$ cat config.mk
export PLATFORM = sky130hd
export DESIGN_NAME = mem_access_stage_flat
export DESIGN_NICKNAME = d
export VERILOG_FILES = /design/src/rtl/mem_pkg.sv /design/src/rtl/mem_access_stage_if.sv /design/src/rtl/wb_mux.sv /design/src/rtl/mem_access_stage.sv /design/src/flat_wrapper.sv
export SDC_FILE = /design/constraint.sdc
export NUM_CORES = 1
export LEC_CHECK = 0
export BUFFER_PORTS_ARGS = -buffer_cell sky130_fd_sc_hd__buf_4
export CORE_UTILIZATION = 44
export CTS_CLUSTER_SIZE = 30
export DETAILED_ROUTE_END_ITERATION = 7
export PLACE_DENSITY = 0.86
export SYNTH_ARGS = -nofsm -noshare
export SYNTH_HDL_FRONTEND = slang
export SYNTH_SLANG_ARGS = --single-unit
$ cat constraint.sdc
create_clock -name clk -period 3.05 [get_ports clk]
set_clock_uncertainty 0.2 [all_clocks]
set_input_delay 0.305 -clock clk [delete_from_list [all_inputs] [get_ports clk]]
set_output_delay 0.305 -clock clk [all_outputs]
set_load 0.05 [all_outputs]
$ cat src/rtl/mem_pkg.sv
// mem_pkg: shared types and constants for the MEM pipeline stage.
//   wb_sel_e    - write-back source select (ALU, MEM, PC+2, IMM)
//   mem_state_e - MEM-stage sequencer states
//   TIMEOUT_W   - width of the optional access watchdog counter
package mem_pkg;

  typedef enum logic [1:0] {
    WB_ALU = 2'd0,
    WB_MEM = 2'd1,
    WB_PC2 = 2'd2,
    WB_IMM = 2'd3
  } wb_sel_e;

  typedef enum logic [1:0] {
    IDLE = 2'd0,
    REQ  = 2'd1,
    WAIT = 2'd2,
    DONE = 2'd3
  } mem_state_e;

  localparam int TIMEOUT_W = 8;

endpackage

$ cat src/rtl/mem_access_stage_if.sv
// mem_access_stage_if: data-memory request/grant/valid channel of the MEM stage.
//
// Handshake: dmem_req is held high with dmem_we/dmem_addr/dmem_wdata stable
// until the memory answers with dmem_gnt in the same cycle; the request is
// accepted on that clock edge. For a load, the data comes back later as a
// one-cycle dmem_rvalid pulse carrying dmem_rdata. rvalid outside the wait
// phase of a load is ignored by the stage.
//
// fsm_state mirrors the stage sequencer state for observation.
//   master: the MEM stage (drives request + fsm_state, receives gnt/response)
//   slave : the data memory
interface mem_access_stage_if;

  logic        dmem_req;
  logic        dmem_we;
  logic [15:0] dmem_addr;
  logic [15:0] dmem_wdata;
  logic        dmem_gnt;
  logic        dmem_rvalid;
  logic [15:0] dmem_rdata;
  logic [1:0]  fsm_state;

  modport master (
    output dmem_req, dmem_we, dmem_addr, dmem_wdata, fsm_state,
    input  dmem_gnt, dmem_rvalid, dmem_rdata
  );

  modport slave (
    input  dmem_req, dmem_we, dmem_addr, dmem_wdata, fsm_state,
    output dmem_gnt, dmem_rvalid, dmem_rdata
  );

endinterface

$ cat src/rtl/wb_mux.sv
// wb_mux: combinational 4:1 write-back value select.
//   sel  - write-back source (mem_pkg::wb_sel_e)
//   alu  - ALU result
//   mem  - captured load data
//   pc2  - PC+2 (link value)
//   imm  - effective immediate
//   data - selected write-back value
module wb_mux
  import mem_pkg::*;
(
  input  wb_sel_e     sel,
  input  logic [15:0] alu,
  input  logic [15:0] mem,
  input  logic [15:0] pc2,
  input  logic [15:0] imm,
  output logic [15:0] data
);

  always_comb begin
    data = alu;
    unique case (sel)
      WB_ALU: data = alu;
      WB_MEM: data = mem;
      WB_PC2: data = pc2;
      WB_IMM: data = imm;
    endcase
  end

endmodule

$ cat src/rtl/mem_access_stage.sv
// mem_access_stage: MEM pipeline stage. Performs loads/stores over the
// request/grant/valid data-memory channel, selects the write-back value and
// registers it into the MEM/WB boundary. mem_stall freezes the PC and all
// upstream pipeline registers while a memory access is in flight.
//
// Optional feature macro: MEM_TIMEOUT_EN
//   Adds a watchdog that forces an access to complete after TIMEOUT_CYCLES
//   cycles in REQ/WAIT, writing back 16'hFFFF with rf_we_out=0 and raising
//   mem_err_out for that instruction. Without it the stage waits forever and
//   mem_err_out is tied low.
//
// Ports:
//   clk, rst                  - clock, synchronous active-high reset
//   alu_res_in                - ALU result / memory address
//   store_data_in             - store data
//   pc2_in, imm_eff_in        - alternative write-back values
//   rf_we_in, rf_waddr_in     - register-file write control
//   wb_sel_in                 - write-back source (0 ALU,1 MEM,2 PC+2,3 IMM)
//   mem_rd_in, mem_wr_in      - load / store (both high = store)
//   dmem                      - data-memory channel (master side)
//   mem_stall                 - combinational upstream freeze
//   wb_data_out, rf_we_out, rf_waddr_out - MEM/WB register
//   mem_err_out               - registered timeout flag for this instruction
module mem_access_stage
  import mem_pkg::*;
#(
  parameter int TIMEOUT_CYCLES = 255
) (
  input  logic                clk,
  input  logic                rst,
  input  logic [15:0]         alu_res_in,
  input  logic [15:0]         store_data_in,
  input  logic [15:0]         pc2_in,
  input  logic [15:0]         imm_eff_in,
  input  logic                rf_we_in,
  input  logic [2:0]          rf_waddr_in,
  input  logic [1:0]          wb_sel_in,
  input  logic                mem_rd_in,
  input  logic                mem_wr_in,
  mem_access_stage_if.master  dmem,
  output logic                mem_stall,
  output logic [15:0]         wb_data_out,
  output logic                rf_we_out,
  output logic [2:0]          rf_waddr_out,
  output logic                mem_err_out
);

  localparam logic [1:0] S_IDLE = IDLE;
  localparam logic [1:0] S_REQ  = REQ;
  localparam logic [1:0] S_WAIT = WAIT;
  localparam logic [1:0] S_DONE = DONE;

  localparam logic [TIMEOUT_W-1:0] TMO_LIM = TIMEOUT_W'(TIMEOUT_CYCLES);

  logic [1:0]  state;
  logic [1:0]  state_nxt;
  logic [15:0] load_q;
  logic [15:0] mux_data;
  logic [15:0] wb_data_nxt;
  logic        rf_we_nxt;
  logic        mem_op;
  logic        timeout_hit;
  logic        tmo_force;
  logic        timed_out_q;
  wb_sel_e     sel;

  assign mem_op = mem_rd_in | mem_wr_in;
  assign sel    = wb_sel_e'(wb_sel_in);

  // DONE is the only cycle of a memory op where MEM/WB may load.
  assign mem_stall = mem_op && (state != S_DONE);

  // Request channel is driven only in REQ so everything else reads as 0.
  assign dmem.dmem_req   = (state == S_REQ);
  assign dmem.dmem_we    = (state == S_REQ) & mem_wr_in;
  assign dmem.dmem_addr  = (state == S_REQ) ? alu_res_in    : 16'h0000;
  assign dmem.dmem_wdata = (state == S_REQ) ? store_data_in : 16'h0000;
  assign dmem.fsm_state  = state;

  always_comb begin
    state_nxt = state;
    tmo_force = 1'b0;
    case (state)
      S_IDLE: if (mem_op) state_nxt = S_REQ;
      S_REQ: begin
        if (dmem.dmem_gnt) begin
          state_nxt = mem_wr_in ? S_DONE : S_WAIT;
        end else if (timeout_hit) begin
          state_nxt = S_DONE;
          tmo_force = 1'b1;
        end
      end
      S_WAIT: begin
        if (dmem.dmem_rvalid) begin
          state_nxt = S_DONE;
        end else if (timeout_hit) begin
          state_nxt = S_DONE;
          tmo_force = 1'b1;
        end
      end
      S_DONE:  state_nxt = S_IDLE;
      default: state_nxt = S_IDLE;
    endcase
  end

  always_ff @(posedge clk) begin
    if (rst) begin
      state <= S_IDLE;
    end else begin
      state <= state_nxt;
    end
  end

  // Response is only accepted while waiting for it; rvalid in any other
  // state (including the grant cycle) is dropped.
  always_ff @(posedge clk) begin
    if (rst) begin
      load_q <= 16'h0000;
    end else if ((state == S_WAIT) && dmem.dmem_rvalid) begin
      load_q <= dmem.dmem_rdata;
    end
  end

`ifdef MEM_TIMEOUT_EN
  logic [TIMEOUT_W-1:0] tmo_cnt;
  logic                 err_q;

  // Compare against the value the counter would reach this cycle so that
  // exactly TIMEOUT_CYCLES cycles are spent in REQ/WAIT before DONE.
  assign timeout_hit = ((state == S_REQ) || (state == S_WAIT)) &&
                       ((tmo_cnt + {{(TIMEOUT_W-1){1'b0}}, 1'b1}) == TMO_LIM);

  always_ff @(posedge clk) begin
    if (rst) begin
      tmo_cnt <= '0;
    end else if ((state == S_IDLE) && mem_op) begin
      tmo_cnt <= '0;
    end else if ((state == S_REQ) || (state == S_WAIT)) begin
      tmo_cnt <= tmo_cnt + {{(TIMEOUT_W-1){1'b0}}, 1'b1};
    end
  end

  // High exactly during the DONE cycle that the watchdog forced.
  always_ff @(posedge clk) begin
    if (rst) begin
      timed_out_q <= 1'b0;
    end else begin
      timed_out_q <= tmo_force;
    end
  end

  always_ff @(posedge clk) begin
    if (rst) begin
      err_q <= 1'b0;
    end else if (!mem_stall) begin
      err_q <= timed_out_q;
    end
  end

  assign mem_err_out = err_q;
`else
  logic unused_cfg;

  assign timeout_hit = 1'b0;
  assign timed_out_q = 1'b0;
  assign mem_err_out = 1'b0;
  assign unused_cfg  = ^{TMO_LIM, tmo_force};
`endif

  wb_mux u_wb_mux (
    .sel  (sel),
    .alu  (alu_res_in),
    .mem  (load_q),
    .pc2  (pc2_in),
    .imm  (imm_eff_in),
    .data (mux_data)
  );

  // A timed-out access writes back a poison value and suppresses the write.
  assign wb_data_nxt = timed_out_q ? 16'hFFFF : mux_data;
  assign rf_we_nxt   = rf_we_in & ~timed_out_q;

  always_ff @(posedge clk) begin
    if (rst) begin
      wb_data_out  <= 16'h0000;
      rf_we_out    <= 1'b0;
      rf_waddr_out <= 3'd0;
    end else if (!mem_stall) begin
      wb_data_out  <= wb_data_nxt;
      rf_we_out    <= rf_we_nxt;
      rf_waddr_out <= rf_waddr_in;
    end
  end

endmodule

$ cat src/flat_wrapper.sv
// flat-port wrapper written by rule: the top's interface ports become plain ports
module mem_access_stage_flat import mem_pkg::*;
#(
  parameter int TIMEOUT_CYCLES = 255
)
  (clk, rst, alu_res_in, store_data_in, pc2_in, imm_eff_in, rf_we_in, rf_waddr_in, wb_sel_in, mem_rd_in, mem_wr_in, mem_stall, wb_data_out, rf_we_out, rf_waddr_out, mem_err_out, dmem_dmem_req, dmem_dmem_we, dmem_dmem_addr, dmem_dmem_wdata, dmem_fsm_state, dmem_dmem_gnt, dmem_dmem_rvalid, dmem_dmem_rdata);
  mem_access_stage_if dmem_i ();
  input  logic clk;
  input  logic rst;
  input  logic [15:0] alu_res_in;
  input  logic [15:0] store_data_in;
  input  logic [15:0] pc2_in;
  input  logic [15:0] imm_eff_in;
  input  logic rf_we_in;
  input  logic [2:0] rf_waddr_in;
  input  logic [1:0] wb_sel_in;
  input  logic mem_rd_in;
  input  logic mem_wr_in;
  output logic mem_stall;
  output logic [15:0] wb_data_out;
  output logic rf_we_out;
  output logic [2:0] rf_waddr_out;
  output logic mem_err_out;
  output wire logic [$bits(dmem_i.dmem_req)-1:0] dmem_dmem_req;
  output wire logic [$bits(dmem_i.dmem_we)-1:0] dmem_dmem_we;
  output wire logic [$bits(dmem_i.dmem_addr)-1:0] dmem_dmem_addr;
  output wire logic [$bits(dmem_i.dmem_wdata)-1:0] dmem_dmem_wdata;
  output wire logic [$bits(dmem_i.fsm_state)-1:0] dmem_fsm_state;
  input wire logic [$bits(dmem_i.dmem_gnt)-1:0] dmem_dmem_gnt;
  input wire logic [$bits(dmem_i.dmem_rvalid)-1:0] dmem_dmem_rvalid;
  input wire logic [$bits(dmem_i.dmem_rdata)-1:0] dmem_dmem_rdata;
  assign dmem_dmem_req = dmem_i.dmem_req;
  assign dmem_dmem_we = dmem_i.dmem_we;
  assign dmem_dmem_addr = dmem_i.dmem_addr;
  assign dmem_dmem_wdata = dmem_i.dmem_wdata;
  assign dmem_fsm_state = dmem_i.fsm_state;
  assign dmem_i.dmem_gnt = dmem_dmem_gnt;
  assign dmem_i.dmem_rvalid = dmem_dmem_rvalid;
  assign dmem_i.dmem_rdata = dmem_dmem_rdata;
  mem_access_stage #(.TIMEOUT_CYCLES(TIMEOUT_CYCLES)) u_core (.clk(clk), .rst(rst), .alu_res_in(alu_res_in), .store_data_in(store_data_in), .pc2_in(pc2_in), .imm_eff_in(imm_eff_in), .rf_we_in(rf_we_in), .rf_waddr_in(rf_waddr_in), .wb_sel_in(wb_sel_in), .mem_rd_in(mem_rd_in), .mem_wr_in(mem_wr_in), .dmem(dmem_i), .mem_stall(mem_stall), .wb_data_out(wb_data_out), .rf_we_out(rf_we_out), .rf_waddr_out(rf_waddr_out), .mem_err_out(mem_err_out));
endmodule
== Yosys cells after proc, flatten, opt, wreduce, memory -nomap -nowiden ==
Cells that the tools add are included.

* Register bits after elaboration: 38
* Bits of input ports: 92

* Eq/ne operators: 10
* Mux-type cells: 8
* Bitwise operators: 2
* Reductions and logical operators: 5

{| class="wikitable"
|+ Operators by type and width
! operator !! count
|-
| $pmux 16 s4 || 1
|-
| $mux 16 || 2
|-
| $eq 2x2->1 const B || 4
|-
| $pmux 2 s4 || 1
|-
| $mux 2 || 3
|-
| $eq 2x1->1 const B || 2
|-
| $logic_not 2->1 || 2
|-
| $ne 2x1->1 const B || 2
|-
| $ne 2x2->1 const B || 2
|-
| $reduce_and 3->1 || 1
|-
| $logic_and 1x1->1 || 2
|-
| $and 1x1->1 || 1
|-
| $mux 1 || 1
|-
| $or 1x1->1 || 1
|}

== Logic depth before layout (Yosys ltp) ==
Gate-level depths: netlist (run 1).

* Depth in word-level cells: 3
* Depth in mapped cells: 7

== Cells and area by module ==
From an unflattened synthesis (run 1), not the netlist that was laid out.

* Cell total of the unflattened synthesis: 238
* Area total of the unflattened synthesis: 2084.5 µm²

{| class="wikitable"
|+ Modules (own cells, without submodules)
! module !! times used !! cells each !! area each (µm²) !! seq. area each (µm²)
|-
| mem_access_stage || 1 || 218 || 1660.3 || 760.7
|-
| wb_mux || 1 || 20 || 424.2 || 0.0
|}

== Least setup slack after synthesis (run 1) ==
No wires, ideal clock.

* Path type: reg-to-output
* Start point: register u_core.state[0] (netlist: u_core.dmem.fsm_state[0])
* End point: output port dmem_dmem_addr[0]
* Arrival: 1630 ps
* Required time: 2545 ps
* Path slack: 915 ps
* Cell stages (with the launch flop): 4
* Path buffers: 1
* Cell sequence: dfxtp_1 ha_1 clkbuf_1 and2_1

* Longest elaborated chain between the ends: 2

{| class="wikitable"
|+ RTL lines
! what !! RTL line !! source
|-
| start: declaration || mem_access_stage.sv:55 || <nowiki>logic [1:0] state;</nowiki>
|-
| start signal: assignment || mem_access_stage.sv:110 || <nowiki>state <= state_nxt;</nowiki>
|-
| $eq 2x1->1 || mem_access_stage.sv:76 || <nowiki>assign dmem.dmem_addr = (state == S_REQ) ? alu_res_in : 16'h0000;</nowiki>
|-
| $mux 16 || mem_access_stage.sv:76 ||
|-
| end: declaration || flat_wrapper.sv:26 || <nowiki>output wire logic [$bits(dmem_i.dmem_addr)-1:0] dmem_dmem_addr;</nowiki>
|}

No other way between the ends.

== Worst setup path after layout (run 1) ==
* Start point: register u_core.state[1] (netlist: u_core.dmem.fsm_state[1])
* End point: output port dmem_dmem_we

* Longest elaborated chain between the ends: 2

{| class="wikitable"
|+ RTL lines
! what !! RTL line !! source
|-
| $eq 2x1->1 || mem_access_stage.sv:75 || <nowiki>assign dmem.dmem_we = (state == S_REQ) & mem_wr_in;</nowiki>
|-
| $and 1x1->1 || mem_access_stage.sv:75 ||
|-
| end: declaration || flat_wrapper.sv:25 || <nowiki>output wire logic [$bits(dmem_i.dmem_we)-1:0] dmem_dmem_we;</nowiki>
|}

No other way between the ends.

==> results.ini, run 1 <==
[sta]
max_clock_freq_ghz=0.402
hold_viol=0
period_share=0.815
grt_setup_unrepaired=no
whs_ns=0.0562
slew_violations=0
period_minus_slack_ns=2.49
tightestPinTransition_ns=1.02
setup_violations=0
fin_tns_setup_ns=0
slew_headroom=0.315
fin_ws_ns=0.564

[worst_setup_path]
path_max_fanout=33
arrival_ns=1.98
cp-start-kind=flip-flop
critPathCaptureType=output pin
r2r_setup_slack_ns=0.91
path_class=flip-flop to output pin
critPathRequiredTime_ns=2.54

[placed_design]
dp_worst_setup_slack_ns=0.849
dp_cells=383
dp_hpwl_mm=4.92
placed_area_um2=3110
io_buffers=148
gp_congestion=0.864

[cells_and_area]
stdcell_count=391
nNetsFinal=435
final_common_cell=buf_4
layout_common_cells=148 x buf_4, 38 x dfxtp_1, 35 x and2_1
areaGrowthSynthToFinish_pct=57.5
fin_area_um2=3200
layout-drive-gt1-share=0.493
diodes=0

[detailed_routing]
finalWirelength_mm=6.21
ant_nets=0
wl_per_cell_um=15.9
vias=2002
drc=0
dr.pass1.iters=4
drtIter0Drc=144
routed_via_density=5.12

[clock_tree]
worstSkewPairLatency_ns=0.29
cts_setup_buffers=0
tritoncts=done
cts-resized-gates=0
clock-sinks=38
hold_buffers=0
clkTransAtPathRegs_ns=0.07
cts-root-buf=clkbuf_8
numCtsBuffers=5
htree_levels=2
clockBufferDepth=2

[floorplanning]
chipWidth_um=69.9
die_y_um=69.9
die_area_um2=4890
core_area_um2=4380
start_util=0.463
placementRows=24
boundaryPins=150

[run_status]
run_status=finished clean

[power]
vdd_ir_drop_max_v=0.000454
p_leak_uw=0.00152
p_sw_uw=1130
p_sw_frac=0.482
internal_power_uw=1220
powerDensity_nw_per_um2=735
clock_power_share=0.149
p_comb_frac=0.591
seqPwrFrac=0.260

[synthesis]
synthCells=199
seq_area_frac_synth=0.375
ys_ff_latch=38
synth.avg_cell_area_um2=10.2
ys_types=26
ys_warn_count=0
netlist_area_um2=2030
synth_fp_nets=296

[flow_run]
drv_cap=0

[min_path]
hold_path.class=primary input to flip-flop

[global_route]
antenna_found_initial=0
first_global_vias=1911
grt_pass1_wl_mm=9.57
grt_util_all_layers=0.251
grt_max_degree=34
gr-total-overflow=0

## kinds of logic after synthesis
family                     share of synthesized area
AOI/OAI and AO/OA                              0.133
other                                        0.00185
adders and majority gates                     0.0308
buffers and inverters                         0.0542
DFF                                            0.375
muxes                                          0.208
and+or+nand+nor                                0.197
## final cells by class
type | instances | area (um2)
Multi-Input combinational cell | 142 | 1160
Sequential cell | 38 | 761
Clock buffer | 7 | 86.3
Timing Repair Buffer | 148 | 1110
Clock inverter | 1 | 5.00
Inverter | 3 | 11.3
Tap cell | 52 | 65.1
Fill cell | 339 | 1180
## through the flow
stage | total power [uW] | util
final | 2350 | 0.730
after global routing | 2450 | 0.730
after CTS | 2360 | 0.730
after detailed placement | 2010 | 0.709
after global placement | 1990 | 0.709
after floorplan | 1590 | -
## state kept, by name, indices dropped and copies added, names as in the netlist
name and cells:
u_core.dmem.fsm_state 2, u_core.rf_we_out 1, u_core.wb_data_out 16, u_core.load_q 16, u_core.rf_waddr_out 3
## synthesized netlist by cell type
| library cell | n | share of area |
|---|---|---|
| a21oi_1 | 17 | 0.042 |
| a221oi_1 | 1 | 0.0043 |
| a22o_1 | 16 | 0.069 |
| a31o_2 | 1 | 0.0043 |
| and2_1 | 35 | 0.11 |
| buf_12 | 1 | 0.0099 |
| buf_2 | 3 | 0.0074 |
| buf_4 | 3 | 0.011 |
| buf_6 | 1 | 0.0055 |
| clkbuf_1 | 8 | 0.015 |
| conb_1 | 1 | 0.0018 |
| dfxtp_1 | 38 | 0.37 |
| ha_1 | 5 | 0.031 |
| inv_1 | 3 | 0.0055 |
| mux2i_1 | 4 | 0.020 |
| mux4_1 | 6 | 0.078 |
| mux4_2 | 10 | 0.11 |
| nand2_1 | 33 | 0.061 |
| nand2b_1 | 2 | 0.0062 |
| nand4_1 | 1 | 0.0031 |
| nor2_1 | 5 | 0.0092 |
| nor2b_1 | 1 | 0.0031 |
| nor3_1 | 1 | 0.0025 |
| o2111ai_1 | 1 | 0.0043 |
| o21bai_4 | 1 | 0.0092 |
| or3b_1 | 1 | 0.0043 |
## power by group through the flow
stage,Clock [uW],Sequential (uW),Combinational [uW]
global route,378,620,1450
global placement,0,617,1370
detailed placement,0,621,1390
floorplan,0,751,840
finish,351,611,1390
CTS,359,610,1390
## metal layers
layer,track usage,part of all wire,vias up
li1,-,-,978
met1,0.332,0.41,940
met2,0.420,0.52,77
met3,0.0519,0.060,7
met4,0.0600,0.012,0
met5,0,0,-
## worst max-delay path, stage by stage, from the launching register on
cell and delay (ns):
dfxtp_1 0.35, inv_1 0.13, ha_1 0.75, and2_1 0.26, buf_4 0.21
## worst paths after layout
path,start,end,depth (start not counted)
setup / recovery,u_core.dmem.fsm_state[1],dmem_dmem_we,4
hold / removal,rf_waddr_in[0],u_core.rf_waddr_out[0],3
setup reg to reg,u_core.dmem.fsm_state[1],u_core.dmem.fsm_state[0],5
hold reg to reg,u_core.load_q[15],u_core.load_q[15],2
Note: power is estimated with default switching activity, not from simulation.
==> run 2, diff against run 1 <==
--- a/config.mk
+++ b/config.mk
@@ -5,11 +5,12 @@
 export SDC_FILE = /design/constraint.sdc
 export NUM_CORES = 1
 export LEC_CHECK = 0
+export ABC_AREA = 1
 export BUFFER_PORTS_ARGS = -buffer_cell sky130_fd_sc_hd__buf_4
-export CORE_UTILIZATION = 44
+export CORE_UTILIZATION = 39
 export CTS_CLUSTER_SIZE = 30
 export DETAILED_ROUTE_END_ITERATION = 7
-export PLACE_DENSITY = 0.86
+export PLACE_DENSITY = 0.77
 export SYNTH_ARGS = -nofsm -noshare
 export SYNTH_HDL_FRONTEND = slang
 export SYNTH_SLANG_ARGS = --single-unit
==> constraint.sdc (replaced) <==
create_clock -name clk -period 2.18 [get_ports clk]
set_clock_uncertainty 0.2 [all_clocks]
set_input_delay 0.218 -clock clk [delete_from_list [all_inputs] [get_ports clk]]
set_output_delay 0.218 -clock clk [all_outputs]
set_load 0.05 [all_outputs]
==> run 2 against run 1 <==
Effect of this change: worst setup slack worse by 0.40 ns; power grew 61%; sequential power rose by 53%; hold slack got worse by 0.049 ns; count of clock-buffer cells in the layout is 2 lower; routed wire length rose by 17%; first-iteration DRC count shrank 16%; synthesized area grew 20%; flip-flop and latch count is the same; largest power group unchanged.
==> results.ini, run 2 <==
[synthesis]
synth_top_flop_cell=dfxtp_1  ; unchanged
ys_types=26  ; unchanged
seq_area_frac_synth=0.311  ; was 0.375
ys_ff_latch=38  ; unchanged
synth_edf_count=0  ; unchanged
synth_compound_area_frac=0.0839  ; was 0.133
synthArstFlopShare=0  ; unchanged
ys_warn_count=0  ; unchanged
synthCells=378  ; was 199
synth-simple-area-share=0.429  ; was 0.197
synth_top_cell_area_share=0.311  ; was 0.375
synth_area_leaders=dfxtp_1 31%, nand2_1 15%, inv_1 8.1%  ; was dfxtp_1 37%, mux4_2 11%, and2_1 11%
netlist_area_um2=2450  ; was 2030 um2
synth_fp_nets=475  ; was 296
synth_common_cells=96 x nand2_1, 53 x inv_1, 50 x nor2_1  ; was 38 x dfxtp_1, 35 x and2_1, 33 x nand2_1
synth.avg_cell_area_um2=6.47  ; was 10.2 um2
synthMuxAreaShare=0  ; was 0.208
yosysTopAreaCell=dfxtp_1  ; unchanged
synth_top_family_by_area=simple AND/OR/NAND/NOR gates  ; was multiplexers
synthAdderAreaFrac=0.0256  ; was 0.0308
synthXorXnorAreaFrac=0  ; unchanged
yosysMostFrequentCell=nand2_1  ; was dfxtp_1

[min_path]
holdPathStages=3  ; unchanged
min_from=dmem_dmem_rdata[11]  ; was rf_waddr_in[0]
hold_path.class=primary input to flip-flop  ; unchanged
min_to=u_core.load_q[11]  ; was u_core.rf_waddr_out[0]

[power]
powerDensity_nw_per_um2=996  ; was 735 nW/um2
p_leak_uw=0.00217  ; was 0.00152 uW
p_sw_uw=1960  ; was 1130 uW
p_sw_frac=0.519  ; was 0.482
clock_power_share=0.119  ; was 0.149
internal_power_uw=1810  ; was 1220 uW
seqPwrFrac=0.248  ; was 0.260
vdd_ir_drop_max_v=0.000690  ; was 0.000454 V
p_comb_frac=0.634  ; was 0.591

[worst_setup_path]
crit_chain=inv_1, ha_1, buf_8, nand2_1, inv_1, buf_4  ; was inv_1, ha_1, and2_1, buf_4
crit_slowest_cell=dfxtp_1  ; was ha_1
r2r_setup_slack_ns=0.57  ; was 0.91 ns
critPathCaptureType=output pin  ; unchanged
arrival_ns=1.60  ; was 1.98 ns
r2r_end=u_core.dmem.fsm_state[0]  ; unchanged
slowest_delay_ns=0.36  ; was 0.75 ns
cp-start-kind=flip-flop  ; unchanged
regToRegStartpoint=u_core.dmem.fsm_state[1]  ; unchanged
critPathTopFamily=buffers and inverters  ; was adder cells
critPathRequiredTime_ns=1.76  ; was 2.54 ns
path_max_fanout=31  ; was 33
rr_worst_depth=7  ; was 5
path_class=flip-flop to output pin  ; unchanged
crit_top_cell=inv_1
critPathBufInv=4  ; was 2

[floorplanning]
chipWidth_um=81.2  ; was 69.9 um
core_area_um2=5990  ; was 4380 um2
die_area_um2=6590  ; was 4890 um2
placementRows=28  ; was 24
start_util=0.408  ; was 0.463
die_y_um=81.2  ; was 69.9 um
boundaryPins=150  ; unchanged

[detailed_routing]
vias=2755  ; was 2002
drc=0  ; unchanged
routed_via_density=4.54  ; was 5.12
ant_nets=0  ; unchanged
drtIter0Drc=121  ; was 144
finalWirelength_mm=7.27  ; was 6.21 mm
dr.pass1.iters=5  ; was 4
wl_per_cell_um=12.0  ; was 15.9 um

[clock_tree]
clock-sinks=38  ; unchanged
worstSkewPairLatency_ns=0.28  ; was 0.29 ns
htree_levels=2  ; unchanged
clockBufferDepth=2  ; unchanged
tritoncts=done  ; unchanged
clkTransAtPathRegs_ns=0.07  ; about the same
numCtsBuffers=5  ; unchanged
cts-root-buf=clkbuf_8  ; unchanged

[sta]
tightestPinTransition_ns=0.641  ; was 1.02 ns
period_share=0.924
fin_tns_setup_ns=0  ; unchanged
max_clock_freq_ghz=0.496
period_minus_slack_ns=2.02
hold_viol=0  ; unchanged
grt_setup_unrepaired=no  ; unchanged
slew_violations=0  ; unchanged
setup_violations=0  ; unchanged
whs_ns=0.00727  ; was 0.0562 ns
slew_headroom=0.572  ; was 0.315

[global_route]
gr-total-overflow=0  ; unchanged
grt_util_all_layers=0.224  ; was 0.251
use_met3=0.0629  ; was 0.0519
grt_max_degree=32  ; was 34
first_global_vias=2536  ; was 1911
busiest_layer=met2  ; unchanged
use_met1=0.257  ; was 0.332
met2_usage=0.398  ; was 0.420
grt_pass1_wl_mm=11.3  ; was 9.57 mm
antenna_found_initial=0  ; unchanged

[cells_and_area]
nNetsFinal=629  ; was 435
fin_area_um2=3790  ; was 3200 um2
diodes=0  ; unchanged
areaGrowthSynthToFinish_pct=54.8  ; was 57.5%
layout-drive-gt1-share=0.412  ; was 0.493
final_common_cell=buf_4  ; unchanged
layout_common_cells=150 x buf_4, 96 x nand2_1, 53 x inv_1  ; was 148 x buf_4, 38 x dfxtp_1, 35 x and2_1
fill_cells=579  ; was 339
reg_top3=u_core.load_q x16, u_core.wb_data_out x16, u_core.rf_waddr_out x3  ; unchanged
final_util=0.632  ; was 0.730

[run_status]
run_status=finished clean  ; unchanged

[placed_design]
io_buffers=148  ; unchanged
placed_area_um2=3550  ; was 3110 um2
gp_congestion=0.770  ; was 0.864
dp_hpwl_mm=5.54  ; was 4.92 mm

[flow_run]
drv_cap=0  ; unchanged

[run 2: power by group through the flow]
stage	sequential [uW]	combinational [uW]	clock [uW]
after detailed placement	948	2360	0
final	935	2390	447
after floorplan	1220	1390	0
after global routing	956	2570	501
after CTS	934	2390	463
after global placement	942	2320	0
[run 2: final cells by class]
type | instances | area, um2 | area share
Clock buffer | 5 | 68.8 | 0.0182
Sequential cell | 38 | 762 | 0.201
Tap cell | 75 | 93.8 | 0.0248
Multi-Input combinational cell | 263 | 1320 | 0.349
Inverter | 57 | 221 | 0.0585
Clock inverter | 2 | 10.0 | 0.00264
Timing Repair Buffer | 167 | 1310 | 0.346
[run 2: logic make-up (layout without fill, tap and decap cells)]
logic type / count (synthesis) / in the layout
adders and majority gates: 5 / 5
AOI/OAI and AO/OA: 41 / 41
other: 1 / 1
and+or+nand+nor: 216 / 216
DFF: 38 / 38
buffers and inverters: 77 / 231
[run 2: worst max-delay path by stage]
| stage | start | to | slack, ns | depth (start not counted) |
|---|---|---|---|---|
| CTS | u_core.dmem.fsm_state[1] | dmem_dmem_addr[12] | 0.08 | 6 |
| global route | u_core.dmem.fsm_state[1] | dmem_dmem_wdata[8] | 0.006 | 6 |
| floorplan | u_core.dmem.fsm_state[1] | dmem_dmem_addr[0] | 0.09 | 6 |
| global placement | u_core.dmem.fsm_state[1] | dmem_dmem_wdata[8] | 0.49 | 6 |
| detailed placement | u_core.dmem.fsm_state[1] | dmem_dmem_addr[12] | 0.40 | 6 |
| finish | u_core.dmem.fsm_state[1] | dmem_dmem_addr[14] | 0.16 | 6 |
[run 2: worst min-delay path, delay by kind of cell]
family / cells / cell delay, ns
buffers and inverters: 1 / 0.07
AO/OA/AOI/OAI: 1 / 0.07
AND/OR/NAND/NOR: 1 / 0.09
[run 2: per-layer routing]
metal  vias up  routed length, um
met5         -                  0
met4         0                135
met3        12                532
met2        96               3610
met1      1213               3000
li1       1434                  -
[run 2: repair_timing]
action / in CTS / in global routing
hold endpoints to repair: 15 / 0
setup buffers: 0 / 0
gates resized for setup: 0 / 2
hold buffers: 15 / 0
setup endpoints to repair: 0 / 30
[run 2: stage by stage]
step,cells,power (uW),setup WS [ns]
final,607,3770,0.165
after global routing,607,4030,0.00602
after CTS,607,3780,0.0776
after detailed placement,585,3310,0.397
after global placement,585,3260,0.488
after floorplan,378,2600,0.0897
==> run 3, diff against run 2 <==
--- a/config.mk
+++ b/config.mk
@@ -11,6 +11,7 @@
 export CTS_CLUSTER_SIZE = 30
 export DETAILED_ROUTE_END_ITERATION = 7
 export PLACE_DENSITY = 0.77
+export RECOVER_POWER = 50
 export SYNTH_ARGS = -nofsm -noshare
 export SYNTH_HDL_FRONTEND = slang
 export SYNTH_SLANG_ARGS = --single-unit
==> run 3 against run 2 <==
Effect of this change: clock power hardly changed; worst setup slack hardly changed; critical path depth stayed put; routed wire length is 0.18% lower; sequential share of layout area is 0.50 points higher.
==> results.ini, run 3 (synthesized netlist as in run 2, its figures left out) <==
[floorplanning]
placementRows=28  ; unchanged
start_util=0.408  ; unchanged
chipWidth_um=81.2  ; unchanged
die_area_um2=6590  ; unchanged
die_y_um=81.2  ; unchanged
core_area_um2=5990  ; unchanged
boundaryPins=150  ; unchanged

[power]
seqPwrFrac=0.253  ; was 0.248
powerDensity_nw_per_um2=998  ; was 996 nW/um2
vdd_ir_drop_max_v=0.000685  ; was 0.000690 V
internal_power_uw=1730  ; was 1810 uW
p_sw_frac=0.531  ; was 0.519
clock_power_share=0.121  ; was 0.119
p_comb_frac=0.626  ; was 0.634
p_sw_uw=1960  ; about the same
p_leak_uw=0.00208  ; was 0.00217 uW

[clock_tree]
htree_levels=2  ; unchanged
cts-root-buf=clkbuf_8  ; unchanged
clkTransAtPathRegs_ns=0.07  ; about the same
clock-sinks=38  ; unchanged
cts_setup_buffers=0  ; unchanged
worstSkewPairLatency_ns=0.28  ; about the same
clockBufferDepth=2  ; unchanged
tritoncts=done  ; unchanged
numCtsBuffers=5  ; unchanged

[global_route]
grt_util_all_layers=0.224  ; unchanged
first_global_vias=2536  ; unchanged
antenna_found_initial=0  ; unchanged
grt_max_degree=32  ; unchanged
gr-total-overflow=0  ; unchanged
grt_pass1_wl_mm=11.3  ; unchanged

[sta]
setup_violations=0  ; unchanged
hold_viol=0  ; unchanged
period_share=0.924  ; about the same
max_clock_freq_ghz=0.496  ; about the same
fin_tns_setup_ns=0  ; unchanged
slew_headroom=0.564  ; was 0.572
period_minus_slack_ns=2.02  ; about the same
grt_setup_unrepaired=no  ; unchanged
slew_violations=0  ; unchanged
tightestPinTransition_ns=0.657  ; was 0.641 ns

[min_path]
hold_path.class=primary input to flip-flop  ; unchanged

[run_status]
run_status=finished clean  ; unchanged

[detailed_routing]
wl_per_cell_um=12.0  ; about the same
drtIter0Drc=119  ; was 121
ant_nets=0  ; unchanged
dr.pass1.iters=5  ; unchanged
vias=2779  ; was 2755
routed_via_density=4.58  ; was 4.54
drc=0  ; unchanged
finalWirelength_mm=7.26  ; was 7.27 mm

[cells_and_area]
layout_common_cells=124 x buf_4, 96 x nand2_1, 53 x inv_1  ; was 150 x buf_4, 96 x nand2_1, 53 x inv_1
final_common_cell=buf_4  ; unchanged
layout-drive-gt1-share=0.368  ; was 0.412
diodes=0  ; unchanged
reg_top3=u_core.load_q x16, u_core.wb_data_out x16, u_core.rf_waddr_out x3  ; unchanged
areaGrowthSynthToFinish_pct=51.1  ; was 54.8%
nNetsFinal=629  ; unchanged
stdcell_count=607  ; unchanged

[worst_setup_path]
arrival_ns=1.60  ; about the same
cp-start-kind=flip-flop  ; unchanged
path_max_fanout=31  ; unchanged
path_class=flip-flop to output pin  ; unchanged
critPathRequiredTime_ns=1.76  ; about the same
critPathCaptureType=output pin  ; unchanged

[flow_run]
drv_cap=0  ; unchanged

[placed_design]
io_buffers=148  ; unchanged
gp_congestion=0.770  ; unchanged
dp_hpwl_mm=5.54  ; unchanged
dp_cells=585  ; unchanged

-- run 3: cell type report --
type                            count  area, um2
Tap cell                           75       93.8
Multi-Input combinational cell    263       1320
Timing Repair Buffer              167       1220
Fill cell                         613       2290
Inverter                           57        221
Clock inverter                      2       10.0
Clock buffer                        5       68.8
Sequential cell                    38        762
-- run 3: per-stage QoR --
stage	cell area, um2	utilization	worst slack [ns]	hold slack [ns]	total power, uW
floorplan	2450	-	0.0897	0.0797	2600
global placement	3550	0.593	0.488	0.176	3260
detailed placement	3550	0.593	0.397	0.181	3310
CTS	3780	0.631	0.0776	0.00685	3780
global route	3700	0.617	0.00831	0.0226	3940
finish	3700	0.617	0.165	0.00656	3690
-- run 3: worst paths after layout --
path	from	endpoint	slack, ns	depth (start not counted)
setup / recovery	u_core.dmem.fsm_state[1]	dmem_dmem_addr[14]	0.16	6
hold / removal	dmem_dmem_rdata[11]	u_core.load_q[11]	0.007	3
setup reg to reg	u_core.dmem.fsm_state[1]	u_core.dmem.fsm_state[0]	0.57	7
hold reg to reg	u_core.load_q[9]	u_core.load_q[9]	0.25	2
-- run 3: power groups by stage --
stage | Sequential, uW | Combinational, uW | Clock (uW)
floorplan | 1220 | 1390 | 0
global placement | 942 | 2320 | 0
detailed placement | 948 | 2360 | 0
CTS | 934 | 2390 | 463
global route | 953 | 2490 | 501
finish | 933 | 2310 | 448
-- run 3: worst max-delay path, cell delays in order, from the launching register on --
cell and delay (ns):
dfxtp_1 0.36, inv_1 0.13, ha_1 0.27, buf_8 0.23, nand2_1 0.07, inv_1 0.06, buf_4 0.19
-- run 3: layer usage --
| metal | global-route usage | wire length (um) | vias up |
|---|---|---|---|
| li1 | - | - | 1432 |
| met1 | 0.257 | 2990 | 1230 |
| met2 | 0.398 | 3580 | 105 |
| met3 | 0.0629 | 550 | 12 |
| met4 | 0.0714 | 135 | 0 |
| met5 | 0 | 0 | - |
-- run 3: what timing repair did --
action	in CTS	in global routing
resized for setup	0	2
hold buffers	15	0
setup endpoints to repair	0	30
hold endpoints to repair	15	0
